### src/rtl/post_spike_aer_encoder.sv
// Serializes post-neuron spike vectors into AER words, inserts time-step markers, buffers them in a FWFT FIFO.
// Strobe-to-valid latency is 2 cycles; a full FIFO stalls the serializer, and strobes or markers arriving while busy are dropped and flagged.
module post_spike_aer_encoder #(
  parameter int POST_NEUR_PARALLEL        = 4,
  parameter int POST_NEUR_ADDR_WIDTH      = 10,
  parameter int POST_NEUR_BYTE_ADDR_WIDTH = 2,
  parameter int AER_WIDTH                 = 12,
  parameter int FIFO_DEPTH                = 16,
  parameter int FIFO_PTR_WIDTH            = 4
) (
  input  logic                            CLK,
  input  logic                            RST_N,
  input  logic                            EVT_VALID,
  input  logic [POST_NEUR_PARALLEL-1:0]   EVT_BITS,
  input  logic [POST_NEUR_ADDR_WIDTH-1:0] EVT_BASE_ADDR,
  input  logic                            TSTEP_EVENT,
  input  logic                            CLR_OVF,
  output logic                            IN_READY,
  output logic [AER_WIDTH-1:0]            AER_ADDR,
  output logic                            AER_VALID,
  input  logic                            AER_READY,
  output logic [FIFO_PTR_WIDTH:0]         FIFO_COUNT,
  output logic                            OVERFLOW
);

  localparam int PW = FIFO_PTR_WIDTH;
  localparam int AW = POST_NEUR_ADDR_WIDTH;
  localparam int BW = POST_NEUR_BYTE_ADDR_WIDTH;
  localparam logic [PW:0]   DEPTH_L    = (PW+1)'(FIFO_DEPTH);
  localparam logic [PW:0]   CNT_ONE    = (PW+1)'(1);
  localparam logic [PW-1:0] PTR_ONE    = PW'(1);
  localparam logic [AW-1:0] ALIGN_MASK = ~(AW'(POST_NEUR_PARALLEL - 1));
  localparam logic [POST_NEUR_PARALLEL-1:0] BIT_ONE = POST_NEUR_PARALLEL'(1);

  typedef enum logic [1:0] {IDLE = 2'd0, SER = 2'd1, MARK = 2'd2} state_t;

  state_t                        state, state_nxt;
  logic [POST_NEUR_PARALLEL-1:0] pend_bits;
  logic [AW-1:0]                 base;
  logic                          mark_pend;
  logic [AER_WIDTH-2:0]          tstep_idx;
  logic                          overflow;

  logic [AER_WIDTH-1:0]          mem [FIFO_DEPTH];
  logic [PW-1:0]                 wr_ptr, rd_ptr;
  logic [PW:0]                   count;
  logic                          full, empty, push, pop;
  logic [AER_WIDTH-1:0]          push_dat;

  logic [BW-1:0]                 low_idx;
  logic [POST_NEUR_PARALLEL-1:0] low_mask;
  logic                          last_bit;
  logic                          tstep_set;
  logic                          drop_evt;

  assign full      = (count == DEPTH_L);
  assign empty     = (count == '0);
  assign pop       = AER_READY && !empty;
  assign low_mask  = pend_bits & (~pend_bits + BIT_ONE);
  assign last_bit  = ((pend_bits & ~low_mask) == '0);
  assign tstep_set = TSTEP_EVENT && !mark_pend;
  assign drop_evt  = EVT_VALID && (state != IDLE);

  // Descending scan so the lowest set bit is the final assignment.
  always_comb begin
    low_idx = '0;
    for (int i = POST_NEUR_PARALLEL - 1; i >= 0; i--) begin
      if (pend_bits[i]) low_idx = BW'(i);
    end
  end

  always_ff @(posedge CLK or negedge RST_N) begin
    if (!RST_N) state <= IDLE;
    else        state <= state_nxt;
  end

  always_comb begin
    state_nxt = state;
    case (state)
      IDLE: begin
        if (EVT_VALID && (EVT_BITS != '0))   state_nxt = SER;
        else if (TSTEP_EVENT || mark_pend)   state_nxt = MARK;
      end
      SER: begin
        if (!full && last_bit) state_nxt = (mark_pend || tstep_set) ? MARK : IDLE;
      end
      MARK: begin
        if (!full) state_nxt = IDLE;
      end
      default: state_nxt = IDLE;
    endcase
  end

  always_comb begin
    push     = 1'b0;
    push_dat = '0;
    case (state)
      SER: begin
        if (!full) begin
          push     = 1'b1;
          push_dat = AER_WIDTH'(base | AW'(low_idx));
        end
      end
      MARK: begin
        if (!full) begin
          push     = 1'b1;
          push_dat = {1'b1, tstep_idx};
        end
      end
      default: ;
    endcase
  end

  always_ff @(posedge CLK or negedge RST_N) begin
    if (!RST_N) begin
      pend_bits <= '0;
      base      <= '0;
      mark_pend <= 1'b0;
      tstep_idx <= '0;
      overflow  <= 1'b0;
    end else begin
      if (state == IDLE && EVT_VALID) begin
        pend_bits <= EVT_BITS;
        base      <= EVT_BASE_ADDR & ALIGN_MASK;
      end else if (state == SER && !full) begin
        pend_bits <= pend_bits & ~low_mask;
      end
      if (tstep_set) mark_pend <= 1'b1;
      else if (state == MARK && !full) mark_pend <= 1'b0;
      if (state == MARK && !full) tstep_idx <= tstep_idx + 1'b1;
      // A new loss in the same cycle as a clear keeps the flag set.
      if (drop_evt || (TSTEP_EVENT && mark_pend)) overflow <= 1'b1;
      else if (CLR_OVF)                           overflow <= 1'b0;
    end
  end

  always_ff @(posedge CLK or negedge RST_N) begin
    if (!RST_N) begin
      wr_ptr <= '0;
      rd_ptr <= '0;
      count  <= '0;
    end else begin
      if (push) wr_ptr <= wr_ptr + PTR_ONE;
      if (pop)  rd_ptr <= rd_ptr + PTR_ONE;
      case ({push, pop})
        2'b10:   count <= count + CNT_ONE;
        2'b01:   count <= count - CNT_ONE;
        default: ;
      endcase
    end
  end

  always_ff @(posedge CLK) begin
    if (push) mem[wr_ptr] <= push_dat;
  end

  assign IN_READY   = (state == IDLE);
  assign AER_VALID  = !empty;
  assign AER_ADDR   = empty ? '0 : mem[rd_ptr];
  assign FIFO_COUNT = count;
  assign OVERFLOW   = overflow;

endmodule

### config.mk
export PLATFORM = sky130hd
export DESIGN_NAME = post_spike_aer_encoder
export DESIGN_NICKNAME = d
export VERILOG_FILES = /design/src/rtl/post_spike_aer_encoder.sv
export SDC_FILE = /design/constraint.sdc
export NUM_CORES = 1
export LEC_CHECK = 0
export BUFFER_PORTS_ARGS = -buffer_cell sky130_fd_sc_hd__buf_2
export CORE_MARGIN = 4
export CORE_UTILIZATION = 50
export CTS_CLUSTER_DIAMETER = 60
export CTS_CLUSTER_SIZE = 12
export DETAILED_ROUTE_END_ITERATION = 10
export HOLD_SLACK_MARGIN = 0.06
export PLACE_DENSITY = 0.67
export SLEW_MARGIN = 20
export SYNTH_ARGS = -nofsm -noshare
export SYNTH_HDL_FRONTEND = slang
export SYNTH_SLANG_ARGS = --single-unit
export TNS_END_PERCENT = 20
### constraint.sdc
create_clock -name CLK -period 4.1 [get_ports CLK]
set_clock_uncertainty 0.05 [all_clocks]
set_input_delay 0.41 -clock CLK [delete_from_list [all_inputs] [get_ports CLK]]
set_output_delay 0.41 -clock CLK [all_outputs]
set_load 0.05 [all_outputs]
## After elaboration in Yosys (flattened, before gate mapping)

Memory sizes are Yosys's and may differ from the RTL's.
Cells that the tools add are included.
Widths: inputs -> output; s select.

- Bits in writable memories: 192
- Register bits: 40
- Output and inout bits: 20
- Logic and storage cells: 80
- Memories kept: 1
- Bits of input ports: 20

- Add/sub/neg operators: 6
- Reduce and logical (&&, ||, !) cells: 26
- Multiplexer cells: 25
- Eq/ne operators: 8
- Bitwise logic cells: 5

Memory list:

| name | depth | width | read ports | clocked after memory_dff | write ports | RTL line | text |
|---|---|---|---|---|---|---|---|
| mem | 16 | 12 | 1 | 0 | 1 | 44 | `logic [AER_WIDTH-1:0] mem [FIFO_DEPTH];` |

Operator list:

| operator | number |
|---|---|
| $mux 12 | 2 |
| $pmux 12 s2 | 1 |
| $mux 2 | 9 |
| $add 4x1->4 const B | 3 |
| $add 11x1->11 const B | 1 |
| $mux 10 | 1 |
| $or 10x2->10 | 1 |
| $pmux 5 s2 | 1 |
| $reduce_bool 2->1 | 5 |
| $logic_and 1x1->1 | 9 |
| $and 4x4->4 | 2 |
| $mux 1 | 8 |
| $mux 4 | 2 |
| $not 4->4 | 2 |
| $pmux 2 s3 | 1 |
| $add 5x1->5 const B | 1 |
| $eq 5x5->1 const B | 1 |
| $logic_not 5->1 | 1 |
| $sub 5x1->5 const B | 1 |
| $eq 2x1->1 const B | 2 |
| $eq 2x2->1 const B | 2 |
| $logic_not 4->1 | 1 |
| $ne 2x2->1 const B | 2 |
| $reduce_bool 4->1 | 1 |
| other kinds (6) | 10 |

## Longest topological paths before layout

- Depth in word-level cells: 9
- Depth in mapped cells: 13

## Worst setup path after synthesis

Ideal clock, no wire load.

- Kind: flip-flop to flip-flop
- From: register count[1] (netlist: FIFO_COUNT[1])
- To: register count[4] (netlist: FIFO_COUNT[4])
- Data arrival time: 3,056 ps
- Setup slack: 869 ps
- Path buffers: 3
- Data required time: 3,925 ps
- Cell stages (with the launch flop): 14
- Path through: dfrtp_1 buf_4 nor4_4 a21boi_1 buf_2 inv_1 ha_1 buf_2 xor2_1 ha_1 a21o_1 a22oi_1 o211a_1 a2111oi_0

- Word-level cells in the longest chain between the ends: 5

RTL lines:

| what | RTL line | text |
|---|---|---|
| start: declaration | 46 | `logic [PW:0] count;` |
| start signal: assignment | 146 | `2'b10: count <= count + CNT_ONE;` |
| start signal: assignment | 147 | `2'b01: count <= count - CNT_ONE;` |
| $eq 5x5->1 or $logic_not 5->1 (tied branches) | 56, 57 |  |
| $mux 1 or $logic_not 1->1 (tied branches) | 99, 105, 58 |  |
| $mux 1 or $logic_and 1x1->1 (tied branches) | n/a |  |
| $eq 2x1->1 or $eq 2x2->1 (tied branches) | 145 | `case ({push, pop})` |
| $pmux 5 s2 or $reduce_bool 2->1 (tied branches) | n/a |  |

Several ways; a longest one is shown, not always the timed one.
A chain may end at the register's enable or synchronous reset.

## Final worst setup path

- From: register state[1]
- To: register count[4] (netlist: FIFO_COUNT[4])

- Word-level cells in the longest chain between the ends: 5

RTL lines:

| what | RTL line | text |
|---|---|---|
| start: declaration | 37 | `state_t state, state_nxt;` |
| start signal: assignment | 74 | `else state <= state_nxt;` |
| $eq 2x1->1 or $eq 2x2->1 (tied branches) | 97 | `case (state)` |
| $reduce_or 2->1 (no source line) * | n/a |  |
| $mux 1 * | n/a |  |
| $eq 2x1->1 or $eq 2x2->1 (tied branches) | 145 |  |
| $pmux 5 s2 or $reduce_bool 2->1 (tied branches) | n/a |  |

Every way passes the cells marked *; elsewhere a longest branch is shown, timed or not.

==> flow_metrics.env <==
export IMPL_outcome="complete, no violations"
export IMPL_wl_per_cell_um=22.5
export IMPL_cts_tree="yes"
export IMPL_finalPower_mw=8.56
export IMPL_share_of_the_synthesized_area_in_the_top_cell_type_pct=60.6
export IMPL_netlist_top_cell_by_area="sky130_fd_sc_hd__edfxtp_1"
export IMPL_place_detailed_instances=792
export IMPL_timing_critical_path_from_type="flip-flop"
export IMPL_asyncSetResetFlopFracSynth_pct=17.2
export IMPL_slew_violations=0
export IMPL_critical_path_top_cell_by_count="sky130_fd_sc_hd__ha_1"
export IMPL_critical_path_startpoint="state[1]"
export IMPL_holdCritPathClass="input pin to flip-flop"
export IMPL_leakage_nw=3.82
export IMPL_synth_warning_count=0
export IMPL_rsz_0062_raised_after_global_routing="no"
export IMPL_worstPathRequired_ns=4.43
export IMPL_syn_cell_area_um2=9520
export IMPL_ioPinCount=40
export IMPL_multi_input_comb_area_um2=2610
export IMPL_clock_tree_root_cell="sky130_fd_sc_hd__clkbuf_16"
export IMPL_seq_area_frac_synth_pct=71.1
export IMPL_finalWorstPathRequiredPeriod_ns=3.55
export IMPL_syn_inst=523
export IMPL_synth_top_area_cells="sky130_fd_sc_hd__edfxtp_1 (61%), sky130_fd_sc_hd__mux4_2 (11%), sky130_fd_sc_hd__dfrtp_1 (11%)"
export IMPL_clock_path_buffers=3
export IMPL_report_final_setup_viol=0
export IMPL_grt_ovfl_total=0
export IMPL_edff_count_synth=192
export IMPL_power_frac_seq_pct=41.0
export IMPL_ir_worst_vdd_mv=0.374
export IMPL_design_die_area_um2=21300
export IMPL_min_period_over_period_pct=86.6
export IMPL_worst_slew_pin_transition_ns=1.06
export IMPL_timing_hold_violations_final=0
export IMPL_fp_coreArea_um2=18700
export IMPL_power_internal_mw=5.39
export IMPL_vias_in_the_first_global_route=5163
export IMPL_pwr_share_clk_pct=21.8
export IMPL_post_synth_top_count_cell="sky130_fd_sc_hd__edfxtp_1"
export IMPL_routed_via_count=4883
export IMPL_worst_setup_path_end_kind="flip-flop"
export IMPL_ys_ff_latch=232
export IMPL_cp_data_arrival_time_ns=3.88
export IMPL_critical_path_class="flip-flop to flip-flop"
export IMPL_num_rows=50
export IMPL_drc_errors=0
export IMPL_timing_critical_path_fanout_max=11
export IMPL_mappedNetlistNets=555
export IMPL_drt_pre_antenna_iters=4
export IMPL_finalWeightedCongestion=0.800
export IMPL_post_layout_nonfiller_instances=834
export IMPL_starting_drt_drc_count=374
export IMPL_flow_area_growth_from_synthesis_pct=13.1
export IMPL_critPathTopFamily="compound AO/OA/AOI/OAI gates"
export IMPL_pwr_density_cell_nw_per_um2=795
export IMPL_finish_net_count=616
export IMPL_cpMaxStageDelayCell="sky130_fd_sc_hd__a21boi_1"
export IMPL_p_comb_share_pct=37.2
export IMPL_fp_dieW_um=146
export IMPL_timing_fmax_mhz=282
export IMPL_clock_latency_at_the_later_pin_of_the_worst_skew_pair_ns=0.50
export IMPL_net_switching_power_figure_mw=3.16
export IMPL_worstHoldStart="EVT_BASE_ADDR[3]"
export IMPL_clkSlewWorstSetupHoldPaths_ns=0.06
export IMPL_dp_hpwl_um=11900
export IMPL_swShare_pct=37.0
export IMPL_cts_setup_buffers=0
export IMPL_synth_avg_cell_area_um2=18.2
export IMPL_port_buf_inserts=37
export IMPL_cts_sinks=232
export IMPL_ys_top_cells_by_count="sky130_fd_sc_hd__edfxtp_1 (192), sky130_fd_sc_hd__mux4_2 (48), sky130_fd_sc_hd__dfrtp_1 (40)"
export IMPL_top_reg_cell_synth="sky130_fd_sc_hd__edfxtp_1"
export IMPL_slowest_delay_ns=0.62
export IMPL_rr_startpoint="state[1]"
export IMPL_die_height_um=146
export IMPL_cts_made_buffers=23
export IMPL_synth_distinct_cells=48
export IMPL_grt_start_max_net_pins=41
export IMPL_layout_area_seq_um2=6770
export IMPL_via_per_inst=5.85
export IMPL_ctsHtreeMaxLevel=1
export IMPL_timing_slew_headroom_pct=28.9
export IMPL_critical_path_cell_sequence="inv_1 -> ha_1 -> a21boi_1 -> inv_1 -> ha_1 -> xor2_1 -> ha_1 -> a21o_1 -> a22oi_1 -> nor3_1 -> a2111oi_0"
export IMPL_worstPathBufferInverterCount=2
export IMPL_drv_max_cap_violation_count=0
export IMPL_ant_nets=0
export IMPL_layout_cell_share_with_drive_strength_beyond_1_pct=26.5
export IMPL_n_antenna_cell=0
export IMPL_fin_tns_setup_ns=0
export IMPL_grt_usage_pct=18.0
export IMPL_antenna_violations_before_repair=0
export IMPL_initial_utilization_pct=50.9
export IMPL_grt_pass1_wl_um=29900
export IMPL_drt_wl_total_um=18800
export IMPL_fill_cells=1401
-- registers in the layout, summed over array words and instances, names as in the netlist --
name	count
base	8
wr_ptr	4
mem	192
FIFO_COUNT	5
pend_bits	4
OVERFLOW	1
state	2
mark_pend	1
tstep_idx	11
rd_ptr	4
-- path summary, 6_finish.rpt --
kind / cells past startpoint / slack (ns) / end
worst max-delay path: 11 / 0.55 / FIFO_COUNT[4]
worst min-delay path: 2 / 0.09 / base[3]
worst max register to register: 11 / 0.55 / FIFO_COUNT[4]
worst min register to register: 1 / 0.42 / tstep_idx[10]
max in group asynchronous: 2 / 2.80 / rd_ptr[0]
min in group asynchronous: 2 / 0.54 / FIFO_COUNT[4]
-- layout by cell type, fill, tap and decap left out, types with 2 or more instances in the layout --
| master | instances |
|---|---|
| sky130_fd_sc_hd__o21ai_0 | 5 |
| sky130_fd_sc_hd__nand2b_1 | 5 |
| sky130_fd_sc_hd__mux2i_1 | 25 |
| sky130_fd_sc_hd__nor3_2 | 4 |
| sky130_fd_sc_hd__a22oi_1 | 10 |
| sky130_fd_sc_hd__or2_2 | 2 |
| sky130_fd_sc_hd__a21o_1 | 2 |
| sky130_fd_sc_hd__dfrtp_1 | 38 |
| sky130_fd_sc_hd__nor2b_2 | 2 |
| sky130_fd_sc_hd__xnor2_1 | 13 |
| sky130_fd_sc_hd__edfxtp_1 | 192 |
| sky130_fd_sc_hd__nor2_1 | 21 |
| sky130_fd_sc_hd__xor2_1 | 8 |
| sky130_fd_sc_hd__a21boi_1 | 2 |
| sky130_fd_sc_hd__nand2_1 | 18 |
| sky130_fd_sc_hd__clkbuf_16 | 23 |
| sky130_fd_sc_hd__o22ai_1 | 13 |
| sky130_fd_sc_hd__and3_1 | 2 |
| sky130_fd_sc_hd__a31oi_1 | 3 |
| sky130_fd_sc_hd__a21oi_1 | 5 |
| sky130_fd_sc_hd__nand3_1 | 6 |
| sky130_fd_sc_hd__nor2b_1 | 3 |
| sky130_fd_sc_hd__clkbuf_1 | 16 |
| sky130_fd_sc_hd__a32o_1 | 2 |
| sky130_fd_sc_hd__nor4b_1 | 2 |
| sky130_fd_sc_hd__mux2_2 | 11 |
| sky130_fd_sc_hd__ha_1 | 12 |
| sky130_fd_sc_hd__nand4_1 | 5 |
| sky130_fd_sc_hd__nor3_1 | 4 |
| sky130_fd_sc_hd__mux4_2 | 48 |
| sky130_fd_sc_hd__buf_4 | 24 |
| sky130_fd_sc_hd__inv_1 | 14 |
| sky130_fd_sc_hd__buf_2 | 37 |
-- worst reg2reg max path: stages, from the launching register on --
cell,delay [ns]
sky130_fd_sc_hd__dfrtp_1,0.37
sky130_fd_sc_hd__inv_1,0.07
sky130_fd_sc_hd__ha_1,0.35
sky130_fd_sc_hd__a21boi_1,0.62
sky130_fd_sc_hd__inv_1,0.30
sky130_fd_sc_hd__ha_1,0.38
sky130_fd_sc_hd__xor2_1,0.18
sky130_fd_sc_hd__ha_1,0.24
sky130_fd_sc_hd__a21o_1,0.19
sky130_fd_sc_hd__a22oi_1,0.26
sky130_fd_sc_hd__nor3_1,0.09
sky130_fd_sc_hd__a2111oi_0,0.34
-- stage by stage --
step / hold slack [ns] / setup WS (ns) / cell area [um^2] / util [%]
after floorplan: 0.0644 / 0.869 / 9520 / -
after global placement: 0.415 / 0.725 / 10100 / 54.0
after detailed placement: 0.418 / 0.589 / 10100 / 54.0
after CTS: 0.0715 / 0.554 / 10800 / 57.5
after global routing: 0.0761 / 0.126 / 10800 / 57.6
final: 0.0920 / 0.548 / 10800 / 57.6
-- power groups by stage --
stage          clock network (mW)  registers (mW)  logic [mW]
6_report                     1.87            3.50        3.19
5_1_grt                      2.03            3.57        3.44
4_1_cts                      1.92            3.51        3.23
3_5_place_dp                    0            3.56        3.22
3_3_place_gp                    0            3.52        3.13
2_1_floorplan                   0            3.42        2.45
-- layer usage --
| layer | up-vias | GRT usage [%] | part of all wire, % |
|---|---|---|---|
| met5 | - | 0 | 0 |
| met4 | 0 | 4.66 | 2.1 |
| met3 | 30 | 2.93 | 5.0 |
| met2 | 132 | 30.5 | 50 |
| met1 | 2513 | 24.7 | 42 |
| li1 | 2208 | - | - |
-- repair_timing --
action,in CTS,in global routing
hold buffers,1,0
hold endpoints to repair,40,0
resized for setup,0,0
-- cell type report --
cell class              instances  area share (%)
flip-flops and latches        232            62.9
multi-input cells             250            24.2
clock buffers                  39            5.90
repair buffers                 63            3.67
well taps                     234            2.72
inverters                      14           0.488
clock inverters                 2           0.116
-- kinds of logic (layout without fill, tap and decap cells) --
group	Yosys count	count (layout)	synth area share, %
AO/OA/AOI/OAI	54	54	4.07
XOR/XNOR	21	21	1.93
adder cells (fa/ha/maj)	13	13	1.68
buffers and inverters	41	118	1.80
flip-flops	232	232	71.1
multiplexers	84	84	15.3
AND/OR/NAND/NOR	78	78	4.14
(Power assumes the default switching activity.)
